<file path="src/rtl/fetch_buffer_if.sv">
// Fetch-stage bus bundle: PC request side, instruction-memory request/grant
// side and decoder side. The fetch buffer uses the master modport; the
// surrounding PC / memory / decoder environment uses the slave modport.
interface fetch_buffer_if #(
  parameter int AW = 16,
  parameter int DW = 16
);
  // PC side
  logic [AW-1:0] iAddr;
  logic          pc_valid;
  logic          pc_stall;
  logic          flush;
  // instruction memory side
  logic          mem_req;
  logic [AW-1:0] mem_addr;
  logic          mem_gnt;
  logic          mem_rvalid;
  logic [DW-1:0] mem_rdata;
  // decoder side
  logic          inst_valid;
  logic [DW-1:0] inst;
  logic [AW-1:0] inst_pc;
  logic          inst_ready;

  modport master (
    input  iAddr, pc_valid, flush, mem_gnt, mem_rvalid, mem_rdata, inst_ready,
    output pc_stall, mem_req, mem_addr, inst_valid, inst, inst_pc
  );

  modport slave (
    output iAddr, pc_valid, flush, mem_gnt, mem_rvalid, mem_rdata, inst_ready,
    input  pc_stall, mem_req, mem_addr, inst_valid, inst, inst_pc
  );
endinterface

</file>
<file path="src/rtl/fetch_buffer.sv">
// Instruction fetch buffer. Issues in-order memory reads for the PC address,
// remembers each granted address in a tag FIFO, and queues returned words
// with their fetch address for the decoder. A flush empties the queue and
// turns every in-flight fetch into a response to be dropped.
// Optional feature: define FETCH_BYPASS_EN to hand a response straight to
// the decoder when the queue is empty and the decoder is ready.
module fetch_buffer #(
  parameter int DEPTH = 4,
  parameter int AW    = 16,
  parameter int DW    = 16
) (
  input logic            Clk1,
  input logic            rst,
  fetch_buffer_if.master bus
);
  localparam int PW = (DEPTH > 1) ? $clog2(DEPTH) : 1;
  localparam int CW = $clog2(DEPTH + 1);
  localparam int SW = CW + 2;

  logic [CW-1:0] r_count;
  logic [CW-1:0] r_outst;
  logic [CW-1:0] r_discard;
  logic [PW-1:0] r_tag_wp;
  logic [PW-1:0] r_tag_rp;
  logic [PW-1:0] r_q_wp;
  logic [PW-1:0] r_q_rp;

  logic [AW-1:0] w_tag  [DEPTH];
  logic [AW-1:0] w_q_pc [DEPTH];
  logic [DW-1:0] w_q_inst [DEPTH];

  logic [SW-1:0] w_used;
  logic [SW-1:0] w_inflight;
  logic [CW-1:0] w_flush_discard;
  logic          w_credit;
  logic          w_mem_req;
  logic          w_grant;
  logic          w_drop;
  logic          w_accept;
  logic          w_bypass;
  logic          w_push;
  logic          w_pop;
  logic          w_empty;

  // Capacity covers queued, outstanding and still-to-be-dropped fetches so a
  // response can never find the queue full.
  assign w_used    = SW'(r_count) + SW'(r_outst) + SW'(r_discard);
  assign w_credit  = (w_used < SW'(DEPTH));
  assign w_mem_req = bus.pc_valid & w_credit & ~bus.flush & ~rst;
  assign w_grant   = w_mem_req & bus.mem_gnt;

  assign bus.mem_req  = w_mem_req;
  assign bus.mem_addr = bus.iAddr;
  assign bus.pc_stall = bus.pc_valid & ~w_grant;

  // Responses owed to a flushed fetch are dropped first; a response with
  // nothing outstanding is a protocol error and is ignored.
  assign w_empty  = (r_count == '0);
  assign w_drop   = bus.mem_rvalid & (r_discard != '0);
  assign w_accept = bus.mem_rvalid & (r_discard == '0) & (r_outst != '0);

`ifdef FETCH_BYPASS_EN
  logic [AW-1:0] w_tag_head;
  assign w_tag_head = w_tag[r_tag_rp];
  assign w_bypass   = w_accept & w_empty & bus.inst_ready & ~bus.flush;
`else
  assign w_bypass   = 1'b0;
`endif

  assign w_push = w_accept & ~w_bypass;
  assign w_pop  = ~w_empty & bus.inst_ready;

  // In-flight fetches at a flush become drops; a response arriving in the
  // flush cycle already retires one of them.
  assign w_inflight      = SW'(r_outst) + SW'(r_discard);
  assign w_flush_discard = CW'((bus.mem_rvalid && (w_inflight != '0)) ?
                               (w_inflight - SW'(1)) : w_inflight);

  // Decoder view: head entry registers, zero when empty, or the live
  // response when it is bypassed.
  always_comb begin
    bus.inst_valid = ~w_empty;
    bus.inst       = w_empty ? '0 : w_q_inst[r_q_rp];
    bus.inst_pc    = w_empty ? '0 : w_q_pc[r_q_rp];
`ifdef FETCH_BYPASS_EN
    if (w_bypass) begin
      bus.inst_valid = 1'b1;
      bus.inst       = bus.mem_rdata;
      bus.inst_pc    = w_tag_head;
    end
`endif
  end

  // Occupancy counters and FIFO pointers; flush wins over all other events.
  always_ff @(posedge Clk1 or posedge rst) begin
    if (rst) begin
      r_count   <= '0;
      r_outst   <= '0;
      r_discard <= '0;
      r_tag_wp  <= '0;
      r_tag_rp  <= '0;
      r_q_wp    <= '0;
      r_q_rp    <= '0;
    end else if (bus.flush) begin
      r_count   <= '0;
      r_outst   <= '0;
      r_discard <= w_flush_discard;
      r_tag_wp  <= '0;
      r_tag_rp  <= '0;
      r_q_wp    <= '0;
      r_q_rp    <= '0;
    end else begin
      r_count   <= r_count + CW'(w_push) - CW'(w_pop);
      r_outst   <= r_outst + CW'(w_grant) - CW'(w_accept);
      r_discard <= r_discard - CW'(w_drop);
      r_tag_wp  <= r_tag_wp + PW'(w_grant);
      r_tag_rp  <= r_tag_rp + PW'(w_accept);
      r_q_wp    <= r_q_wp + PW'(w_push);
      r_q_rp    <= r_q_rp + PW'(w_pop);
    end
  end

  // One storage slot per entry: fetch-address tag plus queued {pc, word}.
  for (genvar gi = 0; gi < DEPTH; gi++) begin : g_ent
    logic [AW-1:0] r_tag_e;
    logic [AW-1:0] r_pc_e;
    logic [DW-1:0] r_inst_e;

    // Capture the granted address into the slot at the tag write pointer.
    always_ff @(posedge Clk1 or posedge rst) begin
      if (rst) begin
        r_tag_e <= '0;
      end else if (w_grant && (r_tag_wp == PW'(gi))) begin
        r_tag_e <= bus.iAddr;
      end
    end

    // Capture a returned word and its tag into the slot at the queue write pointer.
    always_ff @(posedge Clk1 or posedge rst) begin
      if (rst) begin
        r_pc_e   <= '0;
        r_inst_e <= '0;
      end else if (w_push && !bus.flush && (r_q_wp == PW'(gi))) begin
        r_pc_e   <= w_tag[r_tag_rp];
        r_inst_e <= bus.mem_rdata;
      end
    end

    assign w_tag[gi]    = r_tag_e;
    assign w_q_pc[gi]   = r_pc_e;
    assign w_q_inst[gi] = r_inst_e;
  end
endmodule

</file>
<file path="src/flat_wrapper.sv">
// flat-port wrapper written by rule: the top's interface ports become plain ports
module fetch_buffer_flat 
#(
  parameter int DEPTH = 4,
  parameter int AW    = 16,
  parameter int DW    = 16
)
  (Clk1, rst, bus_iAddr, bus_pc_valid, bus_flush, bus_mem_gnt, bus_mem_rvalid, bus_mem_rdata, bus_inst_ready, bus_pc_stall, bus_mem_req, bus_mem_addr, bus_inst_valid, bus_inst, bus_inst_pc);
  fetch_buffer_if #(.AW(AW), .DW(DW)) bus_i ();
  input logic Clk1;
  input logic rst;
  input wire logic [$bits(bus_i.iAddr)-1:0] bus_iAddr;
  input wire logic [$bits(bus_i.pc_valid)-1:0] bus_pc_valid;
  input wire logic [$bits(bus_i.flush)-1:0] bus_flush;
  input wire logic [$bits(bus_i.mem_gnt)-1:0] bus_mem_gnt;
  input wire logic [$bits(bus_i.mem_rvalid)-1:0] bus_mem_rvalid;
  input wire logic [$bits(bus_i.mem_rdata)-1:0] bus_mem_rdata;
  input wire logic [$bits(bus_i.inst_ready)-1:0] bus_inst_ready;
  output wire logic [$bits(bus_i.pc_stall)-1:0] bus_pc_stall;
  output wire logic [$bits(bus_i.mem_req)-1:0] bus_mem_req;
  output wire logic [$bits(bus_i.mem_addr)-1:0] bus_mem_addr;
  output wire logic [$bits(bus_i.inst_valid)-1:0] bus_inst_valid;
  output wire logic [$bits(bus_i.inst)-1:0] bus_inst;
  output wire logic [$bits(bus_i.inst_pc)-1:0] bus_inst_pc;
  assign bus_i.iAddr = bus_iAddr;
  assign bus_i.pc_valid = bus_pc_valid;
  assign bus_i.flush = bus_flush;
  assign bus_i.mem_gnt = bus_mem_gnt;
  assign bus_i.mem_rvalid = bus_mem_rvalid;
  assign bus_i.mem_rdata = bus_mem_rdata;
  assign bus_i.inst_ready = bus_inst_ready;
  assign bus_pc_stall = bus_i.pc_stall;
  assign bus_mem_req = bus_i.mem_req;
  assign bus_mem_addr = bus_i.mem_addr;
  assign bus_inst_valid = bus_i.inst_valid;
  assign bus_inst = bus_i.inst;
  assign bus_inst_pc = bus_i.inst_pc;
  fetch_buffer #(.DEPTH(DEPTH), .AW(AW), .DW(DW)) u_core (.Clk1(Clk1), .rst(rst), .bus(bus_i));
endmodule
</file>
<file path="config.mk">
export PLATFORM = sky130hd
export DESIGN_NAME = fetch_buffer_flat
export DESIGN_NICKNAME = d
export VERILOG_FILES = /design/src/rtl/fetch_buffer_if.sv /design/src/rtl/fetch_buffer.sv /design/src/flat_wrapper.sv
export SDC_FILE = /design/constraint.sdc
export NUM_CORES = 1
export LEC_CHECK = 0
export ABC_AREA = 1
export ABC_CLOCK_PERIOD_IN_PS = 19000
export CORE_UTILIZATION = 45
export DETAILED_ROUTE_END_ITERATION = 8
export HOLD_SLACK_MARGIN = 0.06
export PLACE_DENSITY = 0.64
export SYNTH_ARGS = -nofsm -noshare
export SYNTH_HDL_FRONTEND = slang
export SYNTH_SLANG_ARGS = --single-unit
</file>
<file path="constraint.sdc">
create_clock -name Clk1 -period 19 [get_ports Clk1]
set_input_delay 3.8 -clock Clk1 [delete_from_list [all_inputs] [get_ports Clk1]]
set_output_delay 3.8 -clock Clk1 [all_outputs]
set_load 0.05 [all_outputs]
</file>
### After elaboration in Yosys (flattened, before gate mapping)

Index checks and enable logic that the tools add are counted.

| word-level totals | value |
|---|---|
| input bits | 39 |
| logic and storage cells | 93 |
| output and inout bits | 51 |
| register bits | 209 |

| operators by class | value |
|---|---|
| mux-type cells | 19 |
| magnitude comparators | 3 |
| equality and inequality tests | 6 |
| add/subtract/negate cells | 13 |
| reduce and logical (&&, ||, !) cells | 18 |
| bitwise gates (word level) | 15 |

Operator list:

| cell | count |
|---|---|
| $mux W16 | 8 |
| $bmux W16 S2 | 3 |
| $mux W3 | 4 |
| $logic_and A1 B1 Y1 | 10 |
| $and A1 B1 Y1 | 9 |
| $sub A3 B1 Y3 | 3 |
| $add A2 B1 Y2 | 4 |
| $add A3 B3 Y4 | 2 |
| $eq A2 B2 Y1 const B | 4 |
| $mux W2 | 4 |
| $add A3 B1 Y3 | 2 |
| $ge A3 B3 Y1 const B | 2 |
| $logic_not A3 Y1 | 2 |
| $not A2 Y3 | 2 |
| $reduce_bool A3 Y1 | 2 |
| $add A5 B3 Y5 | 1 |
| $lt A5 B3 Y1 const B | 1 |
| $reduce_bool A5 Y1 | 1 |
| $eq A2 B1 Y1 const B | 2 |
| $logic_not A2 Y1 | 2 |
| $not A1 Y1 | 4 |
| $sub A3 B1 Y3 const B | 1 |
| $logic_not A1 Y1 | 1 |

### Logic depth before layout (Yosys ltp)

Gate-level depths: netlist of the first run.

| logic depth | value |
|---|---|
| depth after elaboration | 10 |
| mapped depth | 12 |
| mapped depth without buffers | 12 |

### Least setup slack after synthesis of the first run

Ideal clock, no wire load.

| timing | value |
|---|---|
| kind | input -> output |
| start | input bus_flush |
| end | output bus_pc_stall |
| path slack | 10.392 ns |
| stages | 5 |
| path buffers | 1 |
| required time | 15.200 ns |
| data arrival time | 4.808 ns |
| path through | buf_6 -> nor2_2 -> nand3_2 -> nor3b_1 -> nor2_1 |

| on the way | value |
|---|---|
| longest elaborated chain between the ends | 6 |

Ends and longest elaborated chain:

| what | line | text |
|---|---|---|
| from (decl) | flat_wrapper.sv:14 | `input wire logic [$bits(bus_i.flush)-1:0] bus_flush;` |
| $not A1 Y1 | fetch_buffer.sv:49 | `assign w_mem_req = bus.pc_valid & w_credit & ~bus.flush & ~rst;` |
| $and A1 B1 Y1 (2 in series) | fetch_buffer.sv:49 |  |
| $and A1 B1 Y1 | fetch_buffer.sv:50 | `assign w_grant = w_mem_req & bus.mem_gnt;` |
| $not A1 Y1 | fetch_buffer.sv:54 | `assign bus.pc_stall = bus.pc_valid & ~w_grant;` |
| $and A1 B1 Y1 | fetch_buffer.sv:54 |  |
| to (decl) | flat_wrapper.sv:19 | `output wire logic [$bits(bus_i.pc_stall)-1:0] bus_pc_stall;` |

Every way passes these cells.

### Worst setup path in the final report of the first run

| timing | value |
|---|---|
| start | input bus_flush |
| end | output bus_mem_req |

| on the way | value |
|---|---|
| longest elaborated chain between the ends | 3 |

Ends and longest elaborated chain:

| what | line | text |
|---|---|---|
| $not A1 Y1 | fetch_buffer.sv:49 |  |
| $and A1 B1 Y1 (2 in series) | fetch_buffer.sv:49 |  |
| to (decl) | flat_wrapper.sv:20 | `output wire logic [$bits(bus_i.mem_req)-1:0] bus_mem_req;` |

Every way passes these cells.

==> results of run 1 <==
-- how the worst max path moves through the flow --
stage,from,to,cells past startpoint
2_1_floorplan,rst,u_core.g_ent[0].r_inst_e[0],1
3_3_place_gp,bus_flush,bus_mem_req,6
3_5_place_dp,bus_flush,bus_mem_req,6
4_1_cts,bus_flush,bus_mem_req,6
5_1_grt,bus_flush,bus_mem_req,6
6_report,bus_flush,bus_mem_req,6
-- per-stage QoR --
step / instance area [um2] / std cells
CTS: 12300 / 1638
finish: 12300 / 1638
global placement: 11500 / 1597
global route: 12300 / 1638
floorplan: 10800 / 1279
detailed placement: 11500 / 1597
-- layer usage --
metal | up-vias | track usage, %
met3 | 39 | 2.31
met2 | 170 | 33.0
met5 | - | 0
met4 | 0 | 4.85
met1 | 3984 | 29.7
li1 | 4216 | -
-- kinds of logic after synthesis --
logic type,Yosys count,share of synthesized area [%]
AOI/OAI and AO/OA,290,16.2
xor gates and xnor gates,6,0.485
DFF,209,48.3
adders and majority gates,23,2.93
buffers and inverters,215,10.3
and+or+nand+nor,536,21.8
-- critical path, delay by kind of cell --
kind	cells	cell delay, ns
AND/OR/NAND/NOR	3	0.50
buffers and inverters	3	2.21
-- layout by cell type, fill, tap and decap left out, types with 2 or more instances in the layout --
cell type / count
clkbuf_8: 6
clkbuf_1: 2
xnor2_1: 3
o211ai_1: 14
a21oi_2: 60
clkdlybuf4s50_1: 88
fa_1: 4
o21a_1: 15
or2_2: 2
nand2_1: 255
o21ai_1: 93
nor2_2: 12
nand4_1: 68
clkbuf_16: 25
inv_1: 107
clkinv_2: 5
nor2_8: 2
buf_4: 9
nand3_4: 4
a21oi_1: 50
xor2_1: 3
dfrtp_1: 208
nor2_1: 176
o21ai_0: 57
nand3_1: 8
ha_1: 19
bufinv_16: 2
inv_2: 8
nand3_2: 6
-- final cells by class --
class / count / area [um2]
clock buffers: 33 / 716
clock inverters: 8 / 92.6
fillers: 2295 / 11200
inverters: 116 / 443
multi-input cells: 855 / 4490
flip-flops and latches: 209 / 5230
well taps: 319 / 399
repair buffers: 98 / 953
-- state kept, by name, summed over array words and instances, names as in the netlist --
| signal | cells |
|---|---|
| u_core.g_ent.r_inst_e | 64 |
| u_core.r_tag_rp | 2 |
| u_core.g_ent.r_pc_e | 64 |
| u_core.r_outst | 3 |
| u_core.r_discard | 3 |
| u_core.g_ent.r_tag_e | 64 |
| u_core.r_tag_wp | 2 |
| u_core.r_q_wp | 2 |
| u_core.r_count | 3 |
| u_core.r_q_rp | 2 |
-- where the power goes --
group,switching (W),internal (W),leakage (nW)
registers,0.0000335,0.000503,2.59
logic,0.000491,0.000214,3.09
clock network,0.000181,0.000288,0.402
total,0.000705,0.00101,6.08
==> flow_summary_export.csv, run 1 <==
group,metric,value,unit
drt,vias,8409,
critical_path,worstSetupEndpointType,"output port",
clock_tree,clockBufferDepth,3,
sta,rsz0062_at_grt,"false",
clock_tree,cts.sinks,209,
critical_path,crit_arrival,6.55,ns
die,core.rowCount,56,
drt,total_drc_errors_in_the_routed_layout,0,
min_path,hold-path-endpoint,"u_core.g_ent[3].r_tag_e[10]",
cells_and_area,num_antenna_cells,0,
logic_synthesis,synth_async_reset_ratio,100,%
drt,wire_per_inst,15.1,um
die,floorplan.initialDensity,46.0,%
global_route,grt_use_total,20.5,%
global_route,initial_antenna_violation_count,0,
critical_path,crit_path_frequent_cell,"clkdlybuf4s50_1",
logic_synthesis,synthesis.area,10800,um2
critical_path,startpoint_type,"input pin",
logic_synthesis,netlist_instances,1279,
drt,met2_layer_wire_length_in_the_routed_design,11200,um
sta,timing.setup.tns,0,ns
sta,timing.hold.ws,0.466,ns
place,pre_cts_slack,8.62,ns
critical_path,cells_on_worst_reg2reg_path,11,
logic_synthesis,dominant_cell_type_by_area_after_synthesis,"dfrtp_1",
die,placeableCoreArea,23500,um2
critical_path,regToRegStartpoint,"u_core.r_outst[0]",
place,routabilityCongestion,0.756,
min_path,min-delay-start,"u_core.g_ent[3].r_tag_e[10]",
drt,detail-route-antenna-nets,0,
critical_path,worst_path_largest_cell_delay,0.93,ns
power_and_ir_drop,power_density,139,nW/um2
sta,clock-skew-final,0.00379,ns
critical_path,timing.critical_path.slowest_stage_cell,"clkdlybuf4s50_1",
critical_path,path_max_fanout,69,
logic_synthesis,synthesized_net_count,1341,
drt,drt_iter0_markers,589,
logic_synthesis,synth_most_common_cell,"nand2_1",
critical_path,cp.required,15.20,ns
place,dp.final_hpwl,14100,um
clock_tree,cts_repair_resizes,0,
drt,detail_route.wirelength.met1,12100,um
clock_tree,worst_skew_pair.late_latency,0.51,ns
critical_path,critical_path.cell_chain,"clkdlybuf4s50_1 > nor2_2 > nand3_2 > nor2_8 > buf_4 > clkdlybuf4s50_1",
logic_synthesis,synth_top_flop_cell,"dfrtp_1",
drt,route.met3.wl,1020,um
clock_tree,holdBufCountCts,0,
min_path,min_delay_path_depth,2,
die,die_w,157,um
clock_tree,clockRootBuffer,"clkbuf_16",
logic_synthesis,synth-edff-count,0,
global_route,number_of_global_route_vias_before_repair,7869,
sta,final_critical_period,10.35,ns
logic_synthesis,synth.top_cell.area_share,48.3,%
power_and_ir_drop,p_leak,6.08,nW
drt,detail_route.vias_per_cell,5.13,
sta,setup_ws,8.65,ns
power_and_ir_drop,max-vdd-ir-drop,69.1,uV
sta,hold_violations,0,
power_and_ir_drop,totalPowerFinal,0.00171,W
status,outcome,"complete, no violations",
logic_synthesis,synth.top_cells.by_count,"255 x nand2_1, 209 x dfrtp_1, 177 x nor2_1, 108 x inv_1, 93 x o21ai_1",
cells_and_area,area_growth_syn_to_fin,13.8,%
global_route,globalRoute.totalOverflow,0,
cells_and_area,finalNetCount,1366,
clock_tree,post-cts-setup-buffer-count,0,
clock_tree,tritoncts,"yes",
drt,wirelength,24800,um
cells_and_area,end_of_flow_core_utilization,52.3,%
critical_path,setup.reg_to_reg.worst_slack,15.59,ns
flow_run,drv_cap,0,
clock_tree,number_of_buffers_created_by_cts,24,
critical_path,worstSetupPathType,"input pin to output port",
logic_synthesis,synth_seq_cells,209,
place,portBuffers,89,
logic_synthesis,synth-seq-area-share,48.3,%
sta,timing_max_transition_violations_final,0,
cells_and_area,drive_gt1_share,11.1,%
drt,highest-signal-layer,"met4",
logic_synthesis,synth_area_per_cell,8.47,um2
clock_tree,clk_pin_slew_worst_paths,0.06,ns
sta,maxClockFrequency,96.6,MHz
sta,setup_viol,0,
sta,slew_headroom,19.1,%
sta,worst-slew-pin-transition,1.21,ns
die,floorplan.die.height,157,um
global_route,wire_length_of_the_first_global_routing_pass,40600,um
die,ios,90,
clock_tree,cts-htree-levels,1,
sta,period_share,54.5,%
min_path,hold_crit_path_type,"register to register",
global_route,largest_net_degree_at_the_start_of_global_routing,146,
logic_synthesis,synth-warning-count,0,
die,die_area,24700,um2
critical_path,reg2reg_to,"u_core.g_ent[3].r_tag_e[1]",
drt,detailedRoute.firstPassIterationCount,5,
logic_synthesis,synth.lib_cells_used.distinct,31,
logic_synthesis,synth.top_cells.by_area,"dfrtp_1 48%, nand2_1 8.8%, nor2_1 6.1%",
No activity file was read; power rests on OpenSTA's default activity.
==> run 2, diff against run 1 <==
- ABC_CLOCK_PERIOD_IN_PS: 19000 -> 10750
- clock period: 19 -> 10.75 ns (I/O delays scaled with it)
==> flow_summary_export.csv, run 2 (synthesized netlist as in run 1, its figures left out) <==
group,metric,value,unit
cells_and_area,commonest_non_fill_non_tap_cells_in_the_layout,"255 x nand2_1, 208 x dfrtp_1, 176 x nor2_1, 107 x inv_1, 93 x o21ai_1",
die,die_w,157,um
drt,wire_per_inst,15.1,um
sta,timing.setup.tns,0,ns
status,outcome,"complete, no violations",
sta,slew_headroom,21.0,%
sta,worst-slew-pin-transition,1.19,ns
power_and_ir_drop,p_leak,6.04,nW
drt,detailedRoute.firstPassIterationCount,5,
critical_path,timing.critical_path.slowest_stage_cell,"clkdlybuf4s50_1",
die,placeableCoreArea,23500,um2
critical_path,worstSetupEndpointType,"output port",
place,portBuffers,89,
sta,final_critical_period,7.12,ns
global_route,globalRoute.totalOverflow,0,
cells_and_area,drive_gt1_share,10.8,%
clock_tree,cts_repair_resizes,0,
drt,drt_iter0_markers,530,
die,floorplan.initialDensity,46.0,%
global_route,number_of_global_route_vias_before_repair,8187,
sta,clock-skew-final,0.00520,ns
clock_tree,post-cts-setup-buffer-count,0,
critical_path,crit_path_frequent_cell,"clkdlybuf4s50_1",
critical_path,worstSetupPathType,"input pin to output port",
die,core.rowCount,56,
flow_run,drv_cap,0,
cells_and_area,stdcell_count,1636,
sta,rsz0062_at_grt,"false",
sta,maxClockFrequency,140,MHz
global_route,grt_use_met2,34.2,%
clock_tree,worst_skew_pair.late_latency,0.51,ns
die,ios,90,
cells_and_area,end_of_flow_core_utilization,52.0,%
global_route,grt_util_met3,2.45,%
cells_and_area,layout_commonest_cell,"nand2_1",
critical_path,cp.buffers_inverters,2,
critical_path,worst_path_largest_cell_delay,0.94,ns
drt,detail_route.vias_per_cell,5.17,
cells_and_area,finalNetCount,1364,
clock_tree,number_of_buffers_created_by_cts,23,
min_path,hold_crit_path_type,"register to register",
critical_path,crit_arrival,4.97,ns
critical_path,critical_path.cell_chain,"clkdlybuf4s50_1 > nor2_2 > nand3_2 > nor2_8 > clkdlybuf4s50_1",
place,routabilityCongestion,0.751,
critical_path,path_max_fanout,69,
place,dp.final_hpwl,14200,um
sta,setup_viol,0,
global_route,largest_net_degree_at_the_start_of_global_routing,143,
global_route,grt_util_met1,30.0,%
clock_tree,tritoncts,"yes",
clock_tree,cts-htree-levels,1,
drt,detail-route-antenna-nets,0,
clock_tree,holdBufCountCts,0,
sta,hold_violations,0,
die,die_area,24700,um2
global_route,grt_use_total,21.0,%
sta,timing_max_transition_violations_final,0,
power_and_ir_drop,power_density,242,nW/um2
cells_and_area,largest_registers,"u_core.g_ent.r_inst_e x64, u_core.g_ent.r_pc_e x64, u_core.g_ent.r_tag_e x64",
global_route,wire_length_of_the_first_global_routing_pass,41700,um
power_and_ir_drop,max-vdd-ir-drop,119,uV
drt,vias,8454,
cells_and_area,area_growth_syn_to_fin,13.0,%
sta,period_share,66.2,%
global_route,grt_busiest_layer,"met2",
die,floorplan.die.height,157,um
critical_path,critical_path.top_delay_family,"buffers and inverters",
critical_path,cp.required,8.60,ns
clock_tree,clockBufferDepth,3,
clock_tree,clockRootBuffer,"clkbuf_16",
place,placedCellCount,1596,
critical_path,startpoint_type,"input pin",
clock_tree,clk_pin_slew_worst_paths,0.06,ns
drt,total_drc_errors_in_the_routed_layout,0,
drt,wirelength,24800,um
cells_and_area,num_antenna_cells,0,
clock_tree,cts.sinks,209,
global_route,initial_antenna_violation_count,0,
run 2: cell types whose count changed in the layout (fill, tap and decap cells not counted), sizes merged:
cell,before,now
inv,116,118
clkinvlp,1,0
bufinv,2,1
buf,10,9
clkbuf,33,32
run 2: through the flow:
| stage | setup slack, ns | total power [W] | cell area [um2] | hold WS [ns] |
|---|---|---|---|---|
| 2_1_floorplan | 2.89 | 0.00184 | 10800 | 0.437 |
| 3_3_place_gp | 3.69 | 0.00220 | 11500 | 0.448 |
| 3_5_place_dp | 3.63 | 0.00221 | 11500 | 0.453 |
| 4_1_cts | 3.61 | 0.00300 | 12200 | 0.468 |
| 5_1_grt | 3.44 | 0.00314 | 12200 | 0.484 |
| 6_report | 3.63 | 0.00296 | 12200 | 0.462 |
run 2: cell type report:
type / instances / area [um2]
clock inverters: 8 / 72.6
multi-input cells: 855 / 4490
well taps: 319 / 399
inverters: 116 / 443
clock buffers: 32 / 659
repair buffers: 97 / 946
flip-flops and latches: 209 / 5230
fillers: 2334 / 11300
run 2: path summary, 6_finish.rpt:
kind / startpoint / endpoint / slack [ns] / cells after the start
worst max-delay path: bus_flush / bus_mem_req / 3.63 / 5
worst min-delay path: u_core.g_ent[0].r_tag_e[9] / u_core.g_ent[0].r_tag_e[9] / 0.46 / 2
worst max register to register: u_core.r_outst[0] / u_core.g_ent[1].r_tag_e[5] / 7.27 / 10
worst min register to register: u_core.g_ent[0].r_tag_e[9] / u_core.g_ent[0].r_tag_e[9] / 0.46 / 2
max in group asynchronous: rst / u_core.g_ent[3].r_pc_e[2] / 6.99 / 3
min in group asynchronous: rst / u_core.r_outst[2] / 2.30 / 2
run 2: worst reg2reg max path, cell delays in order, from the launching register on:
cell and delay, ns:
dfrtp_1 0.42, ha_1 0.24, fa_1 0.38, xor2_1 0.16, ha_1 0.27, nor3_1 0.17
nand2_1 0.18, nor2_8 0.70, nand3_2 0.57, nand2_1 0.20, nand2_1 0.07
run 2: power by group:
group / total, W / switching, W / internal (W)
registers: 0.000951 / 0.0000620 / 0.000889
clock network: 0.000770 / 0.000318 / 0.000452
logic: 0.00124 / 0.000863 / 0.000377
total: 0.00296 / 0.00124 / 0.00172
run 2: layer usage:
| layer | routed length [um] | vias up |
|---|---|---|
| li1 | - | 4221 |
| met1 | 12000 | 4010 |
| met2 | 11400 | 186 |
| met3 | 961 | 37 |
| met4 | 425 | 0 |
| met5 | 0 | - |
==> run 3, diff against run 2 <==
- ABC_CLOCK_PERIOD_IN_PS: 10750 -> 6700
- clock period: 10.75 -> 6.7 ns (I/O delays scaled with it)
==> flow_summary_export.csv, run 3 (synthesized netlist as in run 1, its figures left out) <==
group,metric,value,unit
power_and_ir_drop,p_leak,6.11,nW
clock_tree,clockBufferDepth,3,
global_route,globalRoute.totalOverflow,0,
clock_tree,cts_repair_resizes,0,
clock_tree,tritoncts,"yes",
critical_path,cp.buffers_inverters,1,
cells_and_area,largest_registers,"u_core.g_ent.r_inst_e x64, u_core.g_ent.r_pc_e x64, u_core.g_ent.r_tag_e x64",
critical_path,cp.required,5.36,ns
clock_tree,post-cts-setup-buffer-count,0,
critical_path,reg2reg_to,"u_core.g_ent[3].r_tag_e[0]",
power_and_ir_drop,power.switching,0.00201,W
die,die_w,157,um
drt,detail_route.vias_per_cell,5.14,
critical_path,critical_path.top_delay_family,"adder cells",
clock_tree,number_of_buffers_created_by_cts,24,
die,core.rowCount,56,
die,die_area,24700,um2
clock_tree,holdBufCountCts,0,
cells_and_area,num_antenna_cells,0,
sta,timing.hold.ws,0.466,ns
power_and_ir_drop,swShare,40.9,%
power_and_ir_drop,power_density,397,nW/um2
drt,total_drc_errors_in_the_routed_layout,0,
global_route,grt_util_met3,2.62,%
critical_path,worstSetupPathType,"register to output port",
critical_path,critical_path.cell_chain,"ha_1 > fa_1 > xor2_1 > ha_1 > nor3_1 > nand2_1 > nor3b_1 > nor2_1 > clkdlybuf4s50_1",
die,ios,90,
place,dp.final_hpwl,14300,um
place,routabilityCongestion,0.733,
global_route,largest_net_degree_at_the_start_of_global_routing,137,
sta,maxClockFrequency,206,MHz
sta,hold_violations,0,
drt,drt_iter0_markers,626,
drt,wirelength,25000,um
min_path,hold-path-endpoint,"u_core.g_ent[3].r_tag_e[6]",
drt,wire_per_inst,15.2,um
die,floorplan.die.height,157,um
sta,rsz0062_at_grt,"false",
power_and_ir_drop,totalPowerFinal,0.00492,W
critical_path,worstSetupEndpointType,"output port",
flow_run,drv_cap,0,
critical_path,regToRegStartpoint,"u_core.r_outst[0]",
place,placedCellCount,1599,
cells_and_area,commonest_non_fill_non_tap_cells_in_the_layout,"255 x nand2_1, 208 x dfrtp_1, 176 x nor2_1, 107 x inv_1, 93 x o21ai_1",
sta,timing.setup.tns,0,ns
power_and_ir_drop,internal-power,0.00291,W
critical_path,path_max_fanout,4,
power_and_ir_drop,p_comb_share,40.5,%
clock_tree,cts-htree-levels,1,
global_route,initial_antenna_violation_count,0,
global_route,wire_length_of_the_first_global_routing_pass,41800,um
place,portBuffers,89,
sta,final_critical_period,4.84,ns
drt,detailedRoute.firstPassIterationCount,5,
global_route,grt_use_total,21.1,%
global_route,grt_busiest_layer,"met2",
drt,vias,8445,
min_path,min-delay-start,"u_core.g_ent[3].r_tag_e[6]",
sta,clock-skew-final,0.0133,ns
cells_and_area,drive_gt1_share,11.4,%
critical_path,worst_path_largest_cell_delay,0.71,ns
cells_and_area,area_growth_syn_to_fin,14.5,%
power_and_ir_drop,sequentialPowerShare,31.1,%
die,floorplan.initialDensity,46.0,%
sta,timing_max_transition_violations_final,0,
sta,setup_viol,0,
power_and_ir_drop,max-vdd-ir-drop,240,uV
sta,slew_headroom,26.8,%
cells_and_area,finalNetCount,1368,
critical_path,startpoint_type,"register",
clock_tree,worst_skew_pair.late_latency,0.51,ns
status,outcome,"complete, no violations",
cells_and_area,layout_commonest_cell,"nand2_1",
global_route,grt_util_met1,29.9,%
place,post_dp_cell_area,11500,um2
critical_path,setup.reg_to_reg.worst_slack,3.21,ns
clock_tree,clk_pin_slew_worst_paths,0.06,ns
critical_path,cells_on_worst_reg2reg_path,11,
sta,worst-slew-pin-transition,1.10,ns
clock_tree,cts.sinks,209,
drt,detail-route-antenna-nets,0,
min_path,min_delay_path_depth,2,
power_and_ir_drop,clockPowerShare,28.4,%
critical_path,crit_path_frequent_cell,"ha_1",
global_route,number_of_global_route_vias_before_repair,8104,
sta,period_share,72.3,%
critical_path,crit_arrival,3.50,ns
clock_tree,clockRootBuffer,"clkbuf_16",
cells_and_area,stdcell_count,1643,
global_route,grt_use_met2,35.0,%
critical_path,timing.critical_path.slowest_stage_cell,"clkdlybuf4s50_1",
cells_and_area,final_area,12400,um2
min_path,hold_crit_path_type,"register to register",
die,placeableCoreArea,23500,um2
[run 3: changes by cell type in the layout (fill, tap and decap cells not counted)]
cell	change
buf_12	+1
buf_4	+2
bufinv_16	+2
clkbuf_1	-2
clkbuf_16	+2
clkbuf_8	+2
clkinvlp_4	+3
inv_6	-2
inv_8	-1
[run 3: through the flow]
step / setup WS, ns / utilization [%]
floorplan: 2.65 / -
global placement: 2.00 / 49.0
detailed placement: 1.98 / 49.0
CTS: 1.81 / 52.7
global route: 1.64 / 52.7
finish: 1.86 / 52.7
[run 3: power groups by stage]
stage / clock (W) / combinational, W / sequential, W
after floorplan: 0 / 0.00144 / 0.00152
after global placement: 0 / 0.00197 / 0.00155
after detailed placement: 0 / 0.00200 / 0.00155
after CTS: 0.00142 / 0.00201 / 0.00153
after global routing: 0.00147 / 0.00219 / 0.00155
final: 0.00140 / 0.00199 / 0.00153
[run 3: worst reg2reg max path, delay by kind of cell (launching register included)]
family        cells  cell delay, ns
xor+xnor          1            0.16
simple gates      6            1.34
buf+inv           1            0.56
flops             1            0.42
fa+ha+maj         3            0.90
[run 3: cell type report]
cell class / instances / area [um2]
well taps: 319 / 399
repair buffers: 100 / 981
fillers: 2258 / 11100
flip-flops and latches: 209 / 5230
clock inverters: 10 / 130
clock buffers: 34 / 729
multi-input cells: 855 / 4490
inverters: 116 / 439
[run 3: layer usage]
layer | vias to the layer above | wire (um)
met4 | 0 | 298
met2 | 176 | 11500
met3 | 24 | 1130
li1 | 4218 | -
met5 | - | 0
met1 | 4027 | 12000
[run 3: worst max-delay path by stage]
stage	from	to	slack, ns	cells after the start
2_1_floorplan	rst	u_core.g_ent[0].r_inst_e[0]	2.65	1
3_3_place_gp	bus_flush	bus_pc_stall	2.00	7
3_5_place_dp	bus_flush	bus_pc_stall	1.98	7
4_1_cts	u_core.r_outst[0]	bus_pc_stall	1.81	9
5_1_grt	u_core.r_outst[0]	bus_pc_stall	1.64	9
6_report	u_core.r_outst[0]	bus_pc_stall	1.86	9
